## src/rtl/jpeg_enc_pkg.sv

```systemverilog
// Shared constants and state encoding for the zigzag run-length encoder.
package jpeg_enc_pkg;
  localparam int COEF_WIDTH = 10;
  localparam int NUM_COEF   = 64;
  localparam int IDX_W      = 7;
  localparam int NZ_W       = 6;
  localparam int SIZE_W     = 4;
  localparam int RUN_W      = 4;
  localparam int DIFF_W     = COEF_WIDTH + 1;
  localparam logic [RUN_W-1:0] ZRL_RUN = 4'd15;

  typedef enum logic [1:0] {
    ST_IDLE = 2'd0,
    ST_DC   = 2'd1,
    ST_AC   = 2'd2,
    ST_EOB  = 2'd3
  } enc_state_t;
endpackage

```

## src/rtl/jpeg_size_amp.sv

```systemverilog
// Magnitude category and JPEG amplitude bits of a signed 11-bit value;
// negative values use the ones'-complement form masked to size bits.
module jpeg_size_amp
  import jpeg_enc_pkg::*;
(
  input  logic signed [DIFF_W-1:0]     value,
  output logic        [SIZE_W-1:0]     size,
  output logic        [COEF_WIDTH-1:0] amp
);
  logic [DIFF_W-1:0] mag_s;
  logic [DIFF_W-1:0] mask_s;
  logic [DIFF_W-1:0] minus_one_s;

  // Bit length of |value| and the masked amplitude pattern
  always_comb begin
    mag_s = value[DIFF_W-1] ? (~value + 11'd1) : value;
    size  = 4'd0;
    for (int i = 0; i < DIFF_W; i++) begin
      size = mag_s[i] ? SIZE_W'(i + 1) : size;
    end
    mask_s      = (11'd1 << size) - 11'd1;
    minus_one_s = value - 11'sd1;
    if (value[DIFF_W-1]) begin
      amp = minus_one_s[COEF_WIDTH-1:0] & mask_s[COEF_WIDTH-1:0];
    end else begin
      amp = value[COEF_WIDTH-1:0];
    end
  end
endmodule

```

## src/rtl/zigzag_rle_encoder.sv

```systemverilog
// Turns one zigzag-ordered quantized block into JPEG DC/AC/ZRL/EOB symbols
// with a ready/valid output and a running DC predictor.
module zigzag_rle_encoder
  import jpeg_enc_pkg::*;
(
  input  logic                             clock,
  input  logic                             reset_n,
  input  logic                             block_valid,
  output logic                             block_ready,
  input  logic [NUM_COEF*COEF_WIDTH-1:0]   zigzag_pix_in,
  input  logic                             dc_pred_clear,
  output logic                             sym_valid,
  input  logic                             sym_ready,
  output logic                             sym_is_dc,
  output logic [RUN_W-1:0]                 sym_run,
  output logic [SIZE_W-1:0]                sym_size,
  output logic [COEF_WIDTH-1:0]            sym_amp,
  output logic                             sym_last,
  output logic                             block_done
);
  enc_state_t state_r, state_s;
  logic signed [COEF_WIDTH-1:0] coef_r [NUM_COEF];
  logic [NZ_W-1:0] last_nz_r, last_nz_s, scan_nz_s;
  logic signed [COEF_WIDTH-1:0] dc_pred_r, dc_pred_s;
  logic [RUN_W-1:0] run_r, run_s;
  logic [IDX_W-1:0] idx_r, idx_s;
  logic sym_valid_r, sym_valid_s, sym_is_dc_r, sym_is_dc_s, sym_last_r, sym_last_s;
  logic [RUN_W-1:0] sym_run_r, sym_run_s;
  logic [SIZE_W-1:0] sym_size_r, sym_size_s, size_s;
  logic [COEF_WIDTH-1:0] sym_amp_r, sym_amp_s, amp_s;
  logic block_ready_r, block_ready_s, block_done_r, block_done_s;
  logic accept_s, handshake_s;
  logic signed [COEF_WIDTH-1:0] cur_coef_s;
  logic signed [DIFF_W-1:0] diff_s, sa_in_s;

  assign block_ready = block_ready_r;
  assign block_done  = block_done_r;
  assign sym_valid   = sym_valid_r;
  assign sym_is_dc   = sym_is_dc_r;
  assign sym_run     = sym_run_r;
  assign sym_size    = sym_size_r;
  assign sym_amp     = sym_amp_r;
  assign sym_last    = sym_last_r;

  assign accept_s    = (state_r == ST_IDLE) & block_valid;
  assign handshake_s = sym_valid_r & sym_ready;
  assign cur_coef_s  = coef_r[idx_r[NZ_W-1:0]];
  assign diff_s      = {coef_r[0][COEF_WIDTH-1], coef_r[0]} - {dc_pred_r[COEF_WIDTH-1], dc_pred_r};
  assign sa_in_s     = (state_r == ST_DC) ? diff_s : {cur_coef_s[COEF_WIDTH-1], cur_coef_s};

  jpeg_size_amp u_size_amp (
    .value (sa_in_s),
    .size  (size_s),
    .amp   (amp_s)
  );

  // Highest nonzero AC index of the incoming block
  always_comb begin
    scan_nz_s = 6'd0;
    for (int k = 1; k < NUM_COEF; k++) begin
      scan_nz_s = (zigzag_pix_in[k*COEF_WIDTH +: COEF_WIDTH] != 10'd0) ? NZ_W'(k) : scan_nz_s;
    end
  end

  // Next-state and next-symbol logic
  always_comb begin
    state_s       = state_r;
    last_nz_s     = last_nz_r;
    dc_pred_s     = dc_pred_r;
    run_s         = run_r;
    idx_s         = idx_r;
    block_ready_s = block_ready_r;
    block_done_s  = 1'b0;
    if (handshake_s) begin
      sym_valid_s = 1'b0;
      sym_is_dc_s = 1'b0;
      sym_run_s   = 4'd0;
      sym_size_s  = 4'd0;
      sym_amp_s   = 10'd0;
      sym_last_s  = 1'b0;
    end else begin
      sym_valid_s = sym_valid_r;
      sym_is_dc_s = sym_is_dc_r;
      sym_run_s   = sym_run_r;
      sym_size_s  = sym_size_r;
      sym_amp_s   = sym_amp_r;
      sym_last_s  = sym_last_r;
    end
    case (state_r)
      ST_IDLE: begin
        if (block_valid) begin
          state_s       = ST_DC;
          last_nz_s     = scan_nz_s;
          block_ready_s = 1'b0;
        end else begin
          state_s = ST_IDLE;
        end
        if (dc_pred_clear) begin
          dc_pred_s = 10'sd0;
        end else begin
          dc_pred_s = dc_pred_r;
        end
      end
      ST_DC: begin
        if (handshake_s) begin
          dc_pred_s = coef_r[0];
          idx_s     = 7'd1;
          run_s     = 4'd0;
          state_s   = ST_AC;
        end else if (!sym_valid_r) begin
          sym_valid_s = 1'b1;
          sym_is_dc_s = 1'b1;
          sym_run_s   = 4'd0;
          sym_size_s  = size_s;
          sym_amp_s   = amp_s;
          sym_last_s  = 1'b0;
        end else begin
          state_s = ST_DC;
        end
      end
      ST_AC: begin
        if (handshake_s) begin
          run_s = 4'd0;
          idx_s = idx_r + 7'd1;
          if (sym_last_r) begin
            state_s       = ST_IDLE;
            block_done_s  = 1'b1;
            block_ready_s = 1'b1;
          end else begin
            state_s = ST_AC;
          end
        end else if (sym_valid_r) begin
          state_s = ST_AC;
        end else if (idx_r > {1'b0, last_nz_r}) begin
          state_s = ST_EOB;
        end else if ((cur_coef_s == 10'sd0) && (run_r != ZRL_RUN)) begin
          run_s = run_r + 4'd1;
          idx_s = idx_r + 7'd1;
        end else begin
          // A zero reaching here is a ZRL: size/amp of zero are both 0
          sym_valid_s = 1'b1;
          sym_is_dc_s = 1'b0;
          sym_run_s   = run_r;
          sym_size_s  = size_s;
          sym_amp_s   = amp_s;
          sym_last_s  = (idx_r == 7'd63);
        end
      end
      ST_EOB: begin
        if (handshake_s) begin
          state_s       = ST_IDLE;
          block_done_s  = 1'b1;
          block_ready_s = 1'b1;
        end else if (!sym_valid_r) begin
          sym_valid_s = 1'b1;
          sym_is_dc_s = 1'b0;
          sym_run_s   = 4'd0;
          sym_size_s  = 4'd0;
          sym_amp_s   = 10'd0;
          sym_last_s  = 1'b1;
        end else begin
          state_s = ST_EOB;
        end
      end
      default: begin
        state_s       = ST_IDLE;
        block_ready_s = 1'b1;
      end
    endcase
  end

  // Control and symbol registers
  always_ff @(posedge clock or negedge reset_n) begin
    if (!reset_n) begin
      state_r       <= ST_IDLE;
      last_nz_r     <= 6'd0;
      dc_pred_r     <= 10'sd0;
      run_r         <= 4'd0;
      idx_r         <= 7'd0;
      block_ready_r <= 1'b1;
      block_done_r  <= 1'b0;
      sym_valid_r   <= 1'b0;
      sym_is_dc_r   <= 1'b0;
      sym_run_r     <= 4'd0;
      sym_size_r    <= 4'd0;
      sym_amp_r     <= 10'd0;
      sym_last_r    <= 1'b0;
    end else begin
      state_r       <= state_s;
      last_nz_r     <= last_nz_s;
      dc_pred_r     <= dc_pred_s;
      run_r         <= run_s;
      idx_r         <= idx_s;
      block_ready_r <= block_ready_s;
      block_done_r  <= block_done_s;
      sym_valid_r   <= sym_valid_s;
      sym_is_dc_r   <= sym_is_dc_s;
      sym_run_r     <= sym_run_s;
      sym_size_r    <= sym_size_s;
      sym_amp_r     <= sym_amp_s;
      sym_last_r    <= sym_last_s;
    end
  end

  // Coefficient storage, captured on block accept
  always_ff @(posedge clock) begin
    if (accept_s) begin
      for (int k = 0; k < NUM_COEF; k++) begin
        coef_r[k] <= zigzag_pix_in[k*COEF_WIDTH +: COEF_WIDTH];
      end
    end
  end
endmodule

```

## config.mk

```make
export PLATFORM = sky130hd
export DESIGN_NAME = zigzag_rle_encoder
export DESIGN_NICKNAME = d
export VERILOG_FILES = /design/src/rtl/jpeg_enc_pkg.sv /design/src/rtl/jpeg_size_amp.sv /design/src/rtl/zigzag_rle_encoder.sv
export SDC_FILE = /design/constraint.sdc
export NUM_CORES = 1
export LEC_CHECK = 0
export CORE_AREA = 8 8 384 349
export CTS_BUF_LIST = sky130_fd_sc_hd__clkbuf_8
export CTS_CLUSTER_DIAMETER = 100
export DETAILED_ROUTE_END_ITERATION = 10
export DIE_AREA = 0 0 392 357
export GPL_TIMING_DRIVEN = 0
export PLACE_DENSITY = 0.43
export REMOVE_ABC_BUFFERS = 1
export SETUP_SLACK_MARGIN = 0.5
export SLEW_MARGIN = 40
export SYNTH_ARGS = -nofsm -noshare
export SYNTH_HDL_FRONTEND = slang
export SYNTH_SLANG_ARGS = --single-unit
```

## constraint.sdc

```tcl
create_clock -name clock -period 28.5 [get_ports clock]
set_input_delay 4.275 -clock clock [delete_from_list [all_inputs] [get_ports clock]]
set_output_delay 4.275 -clock clock [all_outputs]
set_load 0.02 [all_outputs]
```

==> Yosys cells after proc, flatten, opt, wreduce, memory -nomap -nowiden <==
Memory sizes are Yosys's and may differ from the RTL's.
Cells that the tools add are included.
{ "word_totals": {"regBits": 52, "n_memories": 1, "word_cells": 287, "ram_bits": 640, "input_bits": 645} }
{ "mem_list": {"columns": ["name", "depth", "width", "rd", "rd_clocked_by_memory_dff", "wr", "line", "source"], "rows": [
  ["coef_r", 64, 10, 2, 0, 64, "zigzag_rle_encoder.sv:22", "logic signed [COEF_WIDTH-1:0] coef_r [NUM_COEF];"]
]} }
{ "op_classes": {"shift": 1, "bitwise": 4, "magnitude_cmp": 1, "eq_ne": 17, "n_reduce_logical": 75, "n_addsub": 6, "muxes": 169} }
{ "op_table": {"columns": ["operator", "count"], "rows": [
  ["10-bit nonzero test", 63],
  ["6-bit two-way mux", 32],
  ["4-bit two-way mux", 39],
  ["10-bit two-way mux", 12],
  ["5-bit two-way mux", 16],
  ["1-bit two-way mux", 37],
  ["7-bit two-way mux", 5],
  ["10-bit case mux with 3 select lines", 1],
  ["11-bit two-way mux", 2],
  ["2-bit two-way mux", 10],
  ["10-bit case mux with 2 select lines", 1],
  ["4-bit case mux with 2 select lines", 2],
  ["3-bit != test, second input constant", 5],
  ["7-bit case mux with 2 select lines", 1],
  ["3-bit two-way mux", 4],
  ["2-bit != test, second input constant", 6],
  ["4-bit case mux with 3 select lines", 1],
  ["11-bit by 1-bit adder with 11-bit output, second input constant", 1],
  ["11-bit NOT", 1],
  ["10-bit by 10-bit subtractor with 11-bit output", 1],
  ["10-bit AND", 1],
  ["10-bit zero test", 1],
  ["5-bit AND reduction", 2],
  ["1-bit by 4-bit left shift with 10-bit output, first input constant", 1],
  ["20 further kinds", 28]
]} }

==> Depth between registers and ports, before layout <==
Gate-level depths: netlist of run 1.
{ "logic_depth": {"word_depth": 64, "mapped_depth": 30} }

==> Cells and area by module <==
From an unflattened synthesis of run 1, not the netlist that was laid out.
{ "hier_totals": {"cells_unflattened": 2073, "area_unflattened_um2": 31468.9} }
{ "by_module_without_submodules": {"columns": ["mod", "n_inst", "cells_each", "area_each_um2", "seq_area_each_um2"], "rows": [
  ["zigzag_rle_encoder", 1, 1906, 30384.1, 20520.9],
  ["jpeg_size_amp", 1, 167, 1084.8, 0.0]
]} }

==> Worst setup path after synthesis of run 1 <==
OpenSTA, ideal clock, no wires.
{ "synth_path": {"path_kind": "input to register", "from": "input port block_valid", "to": "register last_nz_r[3]", "slack_ps": 3225, "stages": 6, "arrival_time_ps": 25064, "path_buffers": 1, "cell_sequence": "and2_1 clkbuf_1 nand4_1 nor2_1 nand4_1 o22a_1"} }
{ "synth_between": {"elab_chain_len": 1} }
{ "synth_lines": {"columns": ["element", "line", "source"], "rows": [
  ["start, declared", "zigzag_rle_encoder.sv:8", "input logic block_valid,"],
  ["2-bit AND reduction (no source line)", null, null],
  ["end signal, assigned", "zigzag_rle_encoder.sv:190", "last_nz_r <= last_nz_s;"],
  ["end, declared", "zigzag_rle_encoder.sv:23", "logic [NZ_W-1:0] last_nz_r, last_nz_s, scan_nz_s;"]
]} }
No other way between the ends.
A chain may end at the register's enable or synchronous reset.

==> Worst setup path after layout of run 1 <==
{ "layout_path": {"from": "input port zigzag_pix_in[24]", "to": "register last_nz_r[1]"} }
{ "layout_between": {"elab_chain_len": 63} }
{ "layout_lines": {"columns": ["element", "line", "source"], "rows": [
  ["start, declared", "zigzag_rle_encoder.sv:10", "input logic [NUM_COEF*COEF_WIDTH-1:0] zigzag_pix_in,"],
  ["10-bit nonzero test", "zigzag_rle_encoder.sv:61", "scan_nz_s = (zigzag_pix_in[k*COEF_WIDTH +: COEF_WIDTH] != 10'd0) ? NZ_W'(k) : scan_nz_s;"],
  ["2-bit two-way mux (2 in series)", "zigzag_rle_encoder.sv:61", null],
  ["3-bit two-way mux (4 in series)", "zigzag_rle_encoder.sv:61", null],
  ["4-bit two-way mux (8 in series)", "zigzag_rle_encoder.sv:61", null],
  ["5-bit two-way mux (16 in series)", "zigzag_rle_encoder.sv:61", null],
  ["6-bit two-way mux (32 in series)", "zigzag_rle_encoder.sv:61", null]
]} }
No other way between the ends.

==> results of run 1 <==
==> metrics by stage <==
stage | hold slack [ns] | power, uW | instance area [sq um]
final | 0.5134 | 3908 | 43040
after global routing | 0.5413 | 4106 | 43020
after CTS | 0.5223 | 3941 | 42980
after detailed placement | 0.5064 | 3092 | 40850
after global placement | 0.5060 | 3350 | 39810
after floorplan | 0.4817 | 2584 | 30990
==> layout by cell type, fill, tap and decap left out, types with 14 or more instances in the layout <==
master	synthesis	layout
nand4_1	15	15
ha_1	24	22
nand2_1	98	97
o21ai_0	42	42
a211oi_1	15	14
a21oi_1	83	82
clkinv_1	1	32
inv_1	51	92
mux4_2	118	118
clkdlybuf4s50_1	0	666
buf_12	0	32
mux2i_1	111	111
nand3_1	95	95
a22o_1	14	14
edfxtp_1	640	640
dfrtp_1	51	45
a22oi_1	60	60
nor4_1	138	134
nor3_1	21	21
clkbuf_8	0	121
nor2_1	149	143
nand2b_1	15	15
==> routing by layer <==
layer,routed length [um],vias up,track usage [%],part of all wire [%]
li1,-,10210,-,-
met1,59060,11930,24.93,42
met2,68640,948,32.50,49
met3,9295,163,4.817,6.6
met4,2858,14,4.600,2.0
met5,88,-,0,0.063
==> area by class of cell <==
type / instances / area share [%]
Multi-Input combinational cell: 1277 / 24.22
Clock inverter: 96 / 1.099
Timing Repair Buffer: 712 / 17.56
Clock buffer: 121 / 3.870
Sequential cell: 692 / 47.72
Inverter: 54 / 0.4710
Antenna cell: 12 / 0.06978
Tap cell: 1714 / 4.983
==> cell families (layout without fill, tap and decap cells) <==
family,Yosys count,count (layout),synth area share [%]
multiplexers,238,238,12.25
adder cells (fa/ha/maj),25,25,1.014
XOR/XNOR,13,13,0.3604
flip-flops,692,692,64.95
buffers and inverters,151,983,2.566
AND/OR/NAND/NOR,613,613,9.979
AO/OA/AOI/OAI,388,388,8.886
other,0,12,0
==> critical path, stage by stage <==
cell,delay [ns]
clkdlybuf4s50_1,0.46
or4_1,0.58
nor4_1,0.52
a211oi_1,0.18
o31ai_1,0.65
a211oi_1,0.18
o31ai_1,0.51
a211oi_1,0.22
o31ai_1,0.24
a211oi_1,0.11
o31ai_1,0.40
a41o_1,0.33
a21oi_1,0.09
==> state kept, by name, indices dropped and copies added (netlist names) <==
signal and count:
sym_last 1, dc_pred_r 10, sym_is_dc 1, last_nz_r 6, block_done 1, coef_r 640, block_ready 1, sym_valid 1
run_r 4, sym_amp 10, sym_run 4, sym_size 4, state_r 2, idx_r 7
==> how the worst max path moves through the flow <==
stage	end	cells after the start	from
6_report	last_nz_r[1]	13	zigzag_pix_in[24]
5_1_grt	last_nz_r[1]	13	zigzag_pix_in[24]
4_1_cts	last_nz_r[1]	13	zigzag_pix_in[24]
3_5_place_dp	last_nz_r[1]	13	zigzag_pix_in[24]
3_3_place_gp	last_nz_r[5]	7	block_valid
2_1_floorplan	last_nz_r[4]	6	block_valid
==> power by group through the flow <==
stage	sequential, uW	combinational (uW)	clock (uW)
after floorplan	1670	916	0
after global placement	1790	1560	0
after detailed placement	1470	1620	0
after CTS	1450	1630	860
after global routing	1470	1730	901
final	1450	1620	832
==> reports/qor.txt, run 1 <==
RSZ-0062 raised after global routing: false
Comb pwr share: 41.5%
FF+latch area: 0.02054 sq mm
Final nets: 3528
Critical Path Sink Type: register
TNS Setup: 0 ns
H-tree depth: 3
via count: 23270
CTS clock-pin slew for the worst setup and hold paths: 0.06 ns
fmax: 0.1246 GHz
peak supply drop: 0.05133 mV
sequential fraction of the synthesis area: 64.95%
top cells by area, synth: edfxtp_1 (61%), mux4_2 (8.4%), dfrtp_1 (4.0%)
Max Slew Vio Count: 0
PortBufs: 667
first-pass GRT wire length: 191800 um
GRT Overall Usage: 19.29%
Slew headroom: 33.07%
filler instances: 12590
Clock power frac: 21.3%
Clock Latency Late Sink: 0.86 ns
TritonRoute pass-1 iters: 5
Layout area overhead: 36.20%
clock sink count: 692
worst r2r src: idx_r[1]
layout cell share with drive strength beyond 1: 12.67%
max-cap violation count: 0
Max Root-Sink Buffers: 3
pin count of the biggest net entering global routing: 46
Final period util: 28.16%
required time worst endpoint: 29.24 ns
core area: 0.1276 sq mm
Final setup viols: 0
overflow left after global routing: 0
Reg2Reg Capture Point: sym_amp[1]
remaining antenna violation count: 0
Final min period: 8.025 ns
Main synth FF type: edfxtp_1
slack of the critical path: 20.47 ns
post-synth cell types: 96
area of the multi-input gates: 0.01042 sq mm
Hold Violations, Final: 0
Post-synth EDFFs: 640
post-CTS sizing: 0
Startpoint Class: input port
Hold Path End: last_nz_r[2]
hold depth: 1
ys async rst share: 7.514%
Post-Place Worst Slack: 19.62 ns
TritonCTS Buffers: 121
full die area: 0.1399 sq mm
CTS tree: built
net switching power: 1512 uW
internal power: 2396 uW
I/O pin cnt: 668
CP Data Arrival Time: 8.77 ns
power per cell area: 90.81 mW/mm^2
Std-Cell Rows: 125
register bit total from synthesis: 692
Via density: 4.973
Synth Cell Area: 0.03160 sq mm
cell taking the most area after synthesis: edfxtp_1
HP Class: reg2reg
DP Wirelength: 113700 um
Initial Utilization: 24.76%
Final Skew: 0.07384 ns
Cells after DPL: 4448
die width: 392 um
post-CTS setup buffers: 0
Synth top cells by count: edfxtp_1 (640), nor2_1 (149), nor4_1 (138), mux4_2 (118), mux2i_1 (111)
Yosys warning total: 0
outcome: complete, no violations
Final Core Density: 33.72%
reg2reg path depth: 21
vias in the first global route: 24470
Syn Inst Count: 2120
Slew @ Worst Pin: 0.9948 ns
worst hold start: last_nz_r[2]
initial antenna violation count: 20
Synth top area share: 60.82%
final non-filler cell total: 4678
LEAKAGE: 0.01394 uW
cts hold-fix bufs: 0
RD Place Congestion: 0.8950
Syn Area/Cell: 14.90 sq um
# DRC: 0
Setup CP Type: in2reg
final WL: 139900 um
initial DRC count: 2021
height of the die: 357 um
most frequent cell after synthesis: edfxtp_1
routed len/inst: 29.92 um
root buffer cell: clkbuf_8
FF-to-FF setup slack: 21.00 ns
sw frac: 38.68%
sequential share of power: 37.2%
maximum fanout along the worst path: 2
No activity file was read; power rests on OpenSTA's default activity.
==> inputs of run 2 (changes only) <==
==> constraint.sdc (replaced) <==
create_clock -name clock -period 8.1 [get_ports clock]
set_input_delay 1.215 -clock clock [delete_from_list [all_inputs] [get_ports clock]]
set_output_delay 1.215 -clock clock [all_outputs]
set_load 0.02 [all_outputs]
==> reports/qor.txt, run 2 (same netlist as run 1, synthesis figures left out) <==
outcome: complete, no violations
LEAKAGE: 0.01396 uW
Crit path largest cell delay: 0.63 ns
FF-to-FF setup slack: 0.91 ns
cts hold-fix bufs: 0
Largest register FFs: 640
CP Data Arrival Time: 7.90 ns
root buffer cell: clkbuf_8
worst r2r src: idx_r[0]
routed len/inst: 29.93 um
vias in the first global route: 24470
Std-Cell Rows: 125
sequential share of power: 37.0%
net switching power: 5332 uW
I/O pin cnt: 668
Reg2Reg Capture Point: sym_amp[8]
TNS Setup: 0 ns
commonest non-fill, non-tap cell in the layout: clkdlybuf4s50_1
Setup CP Type: reg2reg
CP top delay family: compound AO/OA/AOI/OAI gates
Via density: 4.975
Final min period: 7.187 ns
slowest cell on the critical path: o31ai_1
initial DRC count: 2007
H-tree depth: 3
RSZ-0062 raised after global routing: false
Max Root-Sink Buffers: 3
max-cap violation count: 0
Final nets: 3531
GRT Overall Usage: 19.29%
DP Wirelength: 113700 um
Hold Violations, Final: 0
overflow left after global routing: 0
pin count of the biggest net entering global routing: 46
die width: 392 um
cell mode on critical path: a21oi_1
Biggest register: coef_r
# DRC: 0
CTS clock-pin slew for the worst setup and hold paths: 0.06 ns
CTS tree: built
full die area: 0.1399 sq mm
power per cell area: 320.1 mW/mm^2
Max Slew Vio Count: 0
Initial Utilization: 24.76%
PortBufs: 667
internal power: 8457 uW
Comb pwr share: 41.8%
Clock power frac: 21.2%
sw frac: 38.67%
TritonRoute pass-1 iters: 6
required time worst endpoint: 8.81 ns
Clock Latency Late Sink: 0.86 ns
remaining antenna violation count: 0
Hold WS: 0.3020 ns
via count: 23290
initial antenna violation count: 20
Startpoint Class: register
first-pass GRT wire length: 191800 um
core area: 0.1276 sq mm
Layout area overhead: 36.33%
TritonCTS Buffers: 121
final WL: 140100 um
clock sink count: 692
RD Place Congestion: 0.8950
leading cell types in the layout, fill and taps excluded: clkdlybuf4s50_1 (666), edfxtp_1 (640), nor2_1 (143), nor4_1 (134), clkbuf_8 (121)
Final period util: 88.73%
layout cell share with drive strength beyond 1: 12.83%
CP bufs+invs: 4
Slew @ Worst Pin: 0.8955 ns
Slew headroom: 39.75%
peak supply drop: 0.1836 mV
fmax: 0.1391 GHz
height of the die: 357 um
Final Skew: 0.07303 ns
HP Class: in2async
reg2reg path depth: 26
Critical Path Sink Type: register
maximum fanout along the worst path: 21
Final setup viols: 0
[run 2: final cells by class]
type	count	area [sq um]
Antenna cell	13	32.53
Multi-Input combinational cell	1277	10430
Clock inverter	96	473.0
Fill cell	12600	84550
Clock buffer	121	1665
Sequential cell	692	20540
Tap cell	1714	2145
Inverter	54	202.7
Timing Repair Buffer	715	7587
[run 2: stage by stage]
stage	power, uW	utilization, %	setup WS (ns)	area [sq um]	cells
5_1_grt	14480	33.74	0.5371	43060	4676
4_1_cts	13870	33.68	0.6857	42980	4665
3_3_place_gp	10990	31.19	-21.89	39810	4404
3_5_place_dp	10880	32.00	0.7959	40850	4448
6_report	13790	33.75	0.9130	43080	4682
2_1_floorplan	8878	-	-10.50	30990	2023
[run 2: worst register-to-register path: stages (launching register included)]
cell and delay (ns):
dfrtp_4 0.53, buf_12 0.24, buf_12 0.29, buf_12 0.25, mux4_2 0.59, mux2i_2 0.45
o22a_1 0.23, and3_1 0.31, nand2_1 0.09, a21oi_1 0.19, o21bai_1 0.18, ha_1 0.23
a21bo_2 0.23, a21oi_1 0.24, a211oi_1 0.09, a22oi_1 0.21, a21oi_1 0.09, o31ai_1 0.63
a21oi_1 0.22, nand2b_1 0.23, nand2_1 0.08, ha_1 0.31, inv_1 0.18, or4_1 0.57
o221ai_1 0.09, a21oi_1 0.13, o22ai_1 0.16
[run 2: power by group through the flow]
stage	registers [uW]	logic, uW	clock network, uW
2_1_floorplan	5730	3150	0
3_3_place_gp	5720	5270	0
3_5_place_dp	5180	5700	0
4_1_cts	5110	5720	3030
5_1_grt	5170	6140	3170
6_report	5100	5760	2930
[run 2: worst max path at each step]
stage | from | endpoint | slack, ns | cells after the start
floorplan | state_r[0] | last_nz_r[4] | -10.50 | 8
global placement | block_valid | last_nz_r[5] | -21.89 | 7
detailed placement | idx_r[1] | sym_amp[1] | 0.80 | 21
CTS | idx_r[1] | sym_amp[1] | 0.69 | 21
global route | idx_r[0] | sym_amp[8] | 0.54 | 26
finish | idx_r[0] | sym_amp[8] | 0.91 | 26
[run 2: repair_timing]
action / in CTS / in global routing
setup endpoints to repair: 0 / 5
resized for setup: 0 / 2
buffers inserted: 0 / 3
[run 2: metal layers]
layer	wire, um	up-vias	track usage (%)
met3	9293	167	4.817
met2	68710	885	32.50
li1	-	10210	-
met5	89	-	0
met4	2932	14	4.600
met1	59120	12020	24.93
==> inputs of run 3 (changes only) <==
--- a/config.mk
+++ b/config.mk
@@ -14,7 +14,7 @@
 export PLACE_DENSITY = 0.43
 export REMOVE_ABC_BUFFERS = 1
 export SETUP_SLACK_MARGIN = 0.5
-export SLEW_MARGIN = 40
+export SLEW_MARGIN = 20
 export SYNTH_ARGS = -nofsm -noshare
 export SYNTH_HDL_FRONTEND = slang
 export SYNTH_SLANG_ARGS = --single-unit
==> reports/qor.txt, run 3 (same netlist as run 1, synthesis figures left out) <==
Std-Cell Rows: 125
routed len/inst: 30.03 um
area of the multi-input gates: 0.01035 sq mm
Critical Path Sink Type: register
Max Root-Sink Buffers: 3
internal power: 8592 uW
total power: 13950 uW
CTS tree: built
Final Skew: 0.06957 ns
FF-to-FF setup slack: 0.78 ns
net switching power: 5357 uW
Startpoint Class: register
power per cell area: 323.7 mW/mm^2
core area: 0.1276 sq mm
Largest register FFs: 640
Final setup viols: 0
Max Slew Vio Count: 0
die width: 392 um
Hold Violations, Final: 0
max-cap violation count: 0
LEAKAGE: 0.01398 uW
fmax: 0.1367 GHz
GRT Overall Usage: 19.22%
final non-filler cell total: 4673
initial DRC count: 1826
Clock power frac: 22.4%
sequential share of power: 36.6%
I/O pin cnt: 668
Final period util: 90.32%
Setup CP Type: reg2reg
height of the die: 357 um
Cells after DPL: 4438
TNS Setup: 0 ns
Via density: 4.988
sw frac: 38.41%
FF+latch area: 0.02053 sq mm
layout cell share with drive strength beyond 1: 12.69%
Clock Latency Late Sink: 0.85 ns
PortBufs: 667
RSZ-0062 raised after global routing: false
HP Class: in2async
initial antenna violation count: 22
full die area: 0.1399 sq mm
Comb pwr share: 41.0%
final WL: 140300 um
slack of the critical path: 0.7840 ns
Biggest register: coef_r
Final nets: 3521
Layout area overhead: 36.38%
Post-Place Worst Slack: 0.6585 ns
remaining antenna violation count: 0
H-tree depth: 3
overflow left after global routing: 0
CP Data Arrival Time: 8.02 ns
first-pass GRT wire length: 191400 um
Slew headroom: 27.36%
DP Wirelength: 113100 um
via count: 23310
maximum fanout along the worst path: 38
CTS clock-pin slew for the worst setup and hold paths: 0.06 ns
leading cell types in the layout, fill and taps excluded: clkdlybuf4s50_1 (666), edfxtp_1 (640), nor2_1 (145), nor4_1 (136), clkbuf_8 (120)
root buffer cell: clkbuf_8
pin count of the biggest net entering global routing: 61
Final min period: 7.316 ns
Slew @ Worst Pin: 1.080 ns
outcome: complete, no violations
vias in the first global route: 24430
filler instances: 12610
RD Place Congestion: 0.8950
TritonCTS Buffers: 119
peak supply drop: 0.1998 mV
clock sink count: 692
commonest non-fill, non-tap cell in the layout: clkdlybuf4s50_1
required time worst endpoint: 8.81 ns
Initial Utilization: 24.76%
# DRC: 0
TritonRoute pass-1 iters: 7
[run 3: metal layers]
metal / up-vias / wire length (um) / GRT usage [%]
li1: 10190 / - / -
met1: 12010 / 59090 / 24.87
met2: 950 / 69240 / 32.55
met3: 148 / 9199 / 4.646
met4: 14 / 2699 / 4.374
met5: - / 88 / 0
[run 3: worst paths after layout]
path / from / end / depth (start not counted)
worst max register to register: idx_r[1] / sym_amp[8] / 21
worst max-delay path: idx_r[1] / sym_amp[8] / 21
worst min-delay path: reset_n / dc_pred_r[9] / 1
min in group clock: last_nz_r[2] / last_nz_r[2] / 1
max in group asynchronous: reset_n / block_ready / 2
worst min register to register: last_nz_r[2] / last_nz_r[2] / 1
[run 3: stage by stage]
step | cell area (sq um) | hold slack (ns) | utilization [%]
final | 43090 | 0.2872 | 33.77
after global routing | 43080 | 0.2329 | 33.76
after floorplan | 30990 | 0.4817 | -
after CTS | 42990 | 0.1994 | 33.68
after global placement | 39810 | 0.5060 | 31.19
after detailed placement | 40710 | 0.5067 | 31.90
[run 3: final cells by class]
| cell class | count | share of cell area, % |
|---|---|---|
| Tap cell | 1714 | 4.977 |
| Clock buffer | 120 | 3.833 |
| Multi-Input combinational cell | 1277 | 24.02 |
| Timing Repair Buffer | 707 | 17.53 |
| Inverter | 54 | 0.4704 |
| Clock inverter | 98 | 1.463 |
| Sequential cell | 692 | 47.65 |
| Antenna cell | 11 | 0.06388 |
[run 3: worst max-delay path, stage by stage, from the launching register on]
cell,delay (ns)
dfrtp_4,0.62
buf_12,0.28
buf_16,0.30
buf_12,0.28
mux2i_1,0.13
a22oi_1,0.49
a21oi_1,0.35
o41ai_1,0.99
o221ai_1,0.54
and2_1,0.38
o211ai_1,0.11
a21oi_1,0.10
o31ai_1,0.56
a21oi_1,0.22
nand2b_1,0.22
nand2_1,0.08
ha_1,0.30
inv_1,0.17
or4_1,0.57
o221ai_1,0.09
a21oi_1,0.12
o22ai_1,0.21
[run 3: power by group through the flow]
| stage | clock, uW | combinational (uW) | sequential (uW) |
|---|---|---|---|
| after detailed placement | 0 | 5630 | 5200 |
| after CTS | 3230 | 5650 | 5130 |
| final | 3130 | 5720 | 5100 |
| after global placement | 0 | 5270 | 5720 |
| after floorplan | 0 | 3150 | 5730 |
| after global routing | 3380 | 6080 | 5170 |
[run 3: what timing repair did]
item,in CTS,in global routing
gates resized for setup,0,3
hold buffers,0,0
setup buffers,0,6
endpoints found under the setup margin,0,5
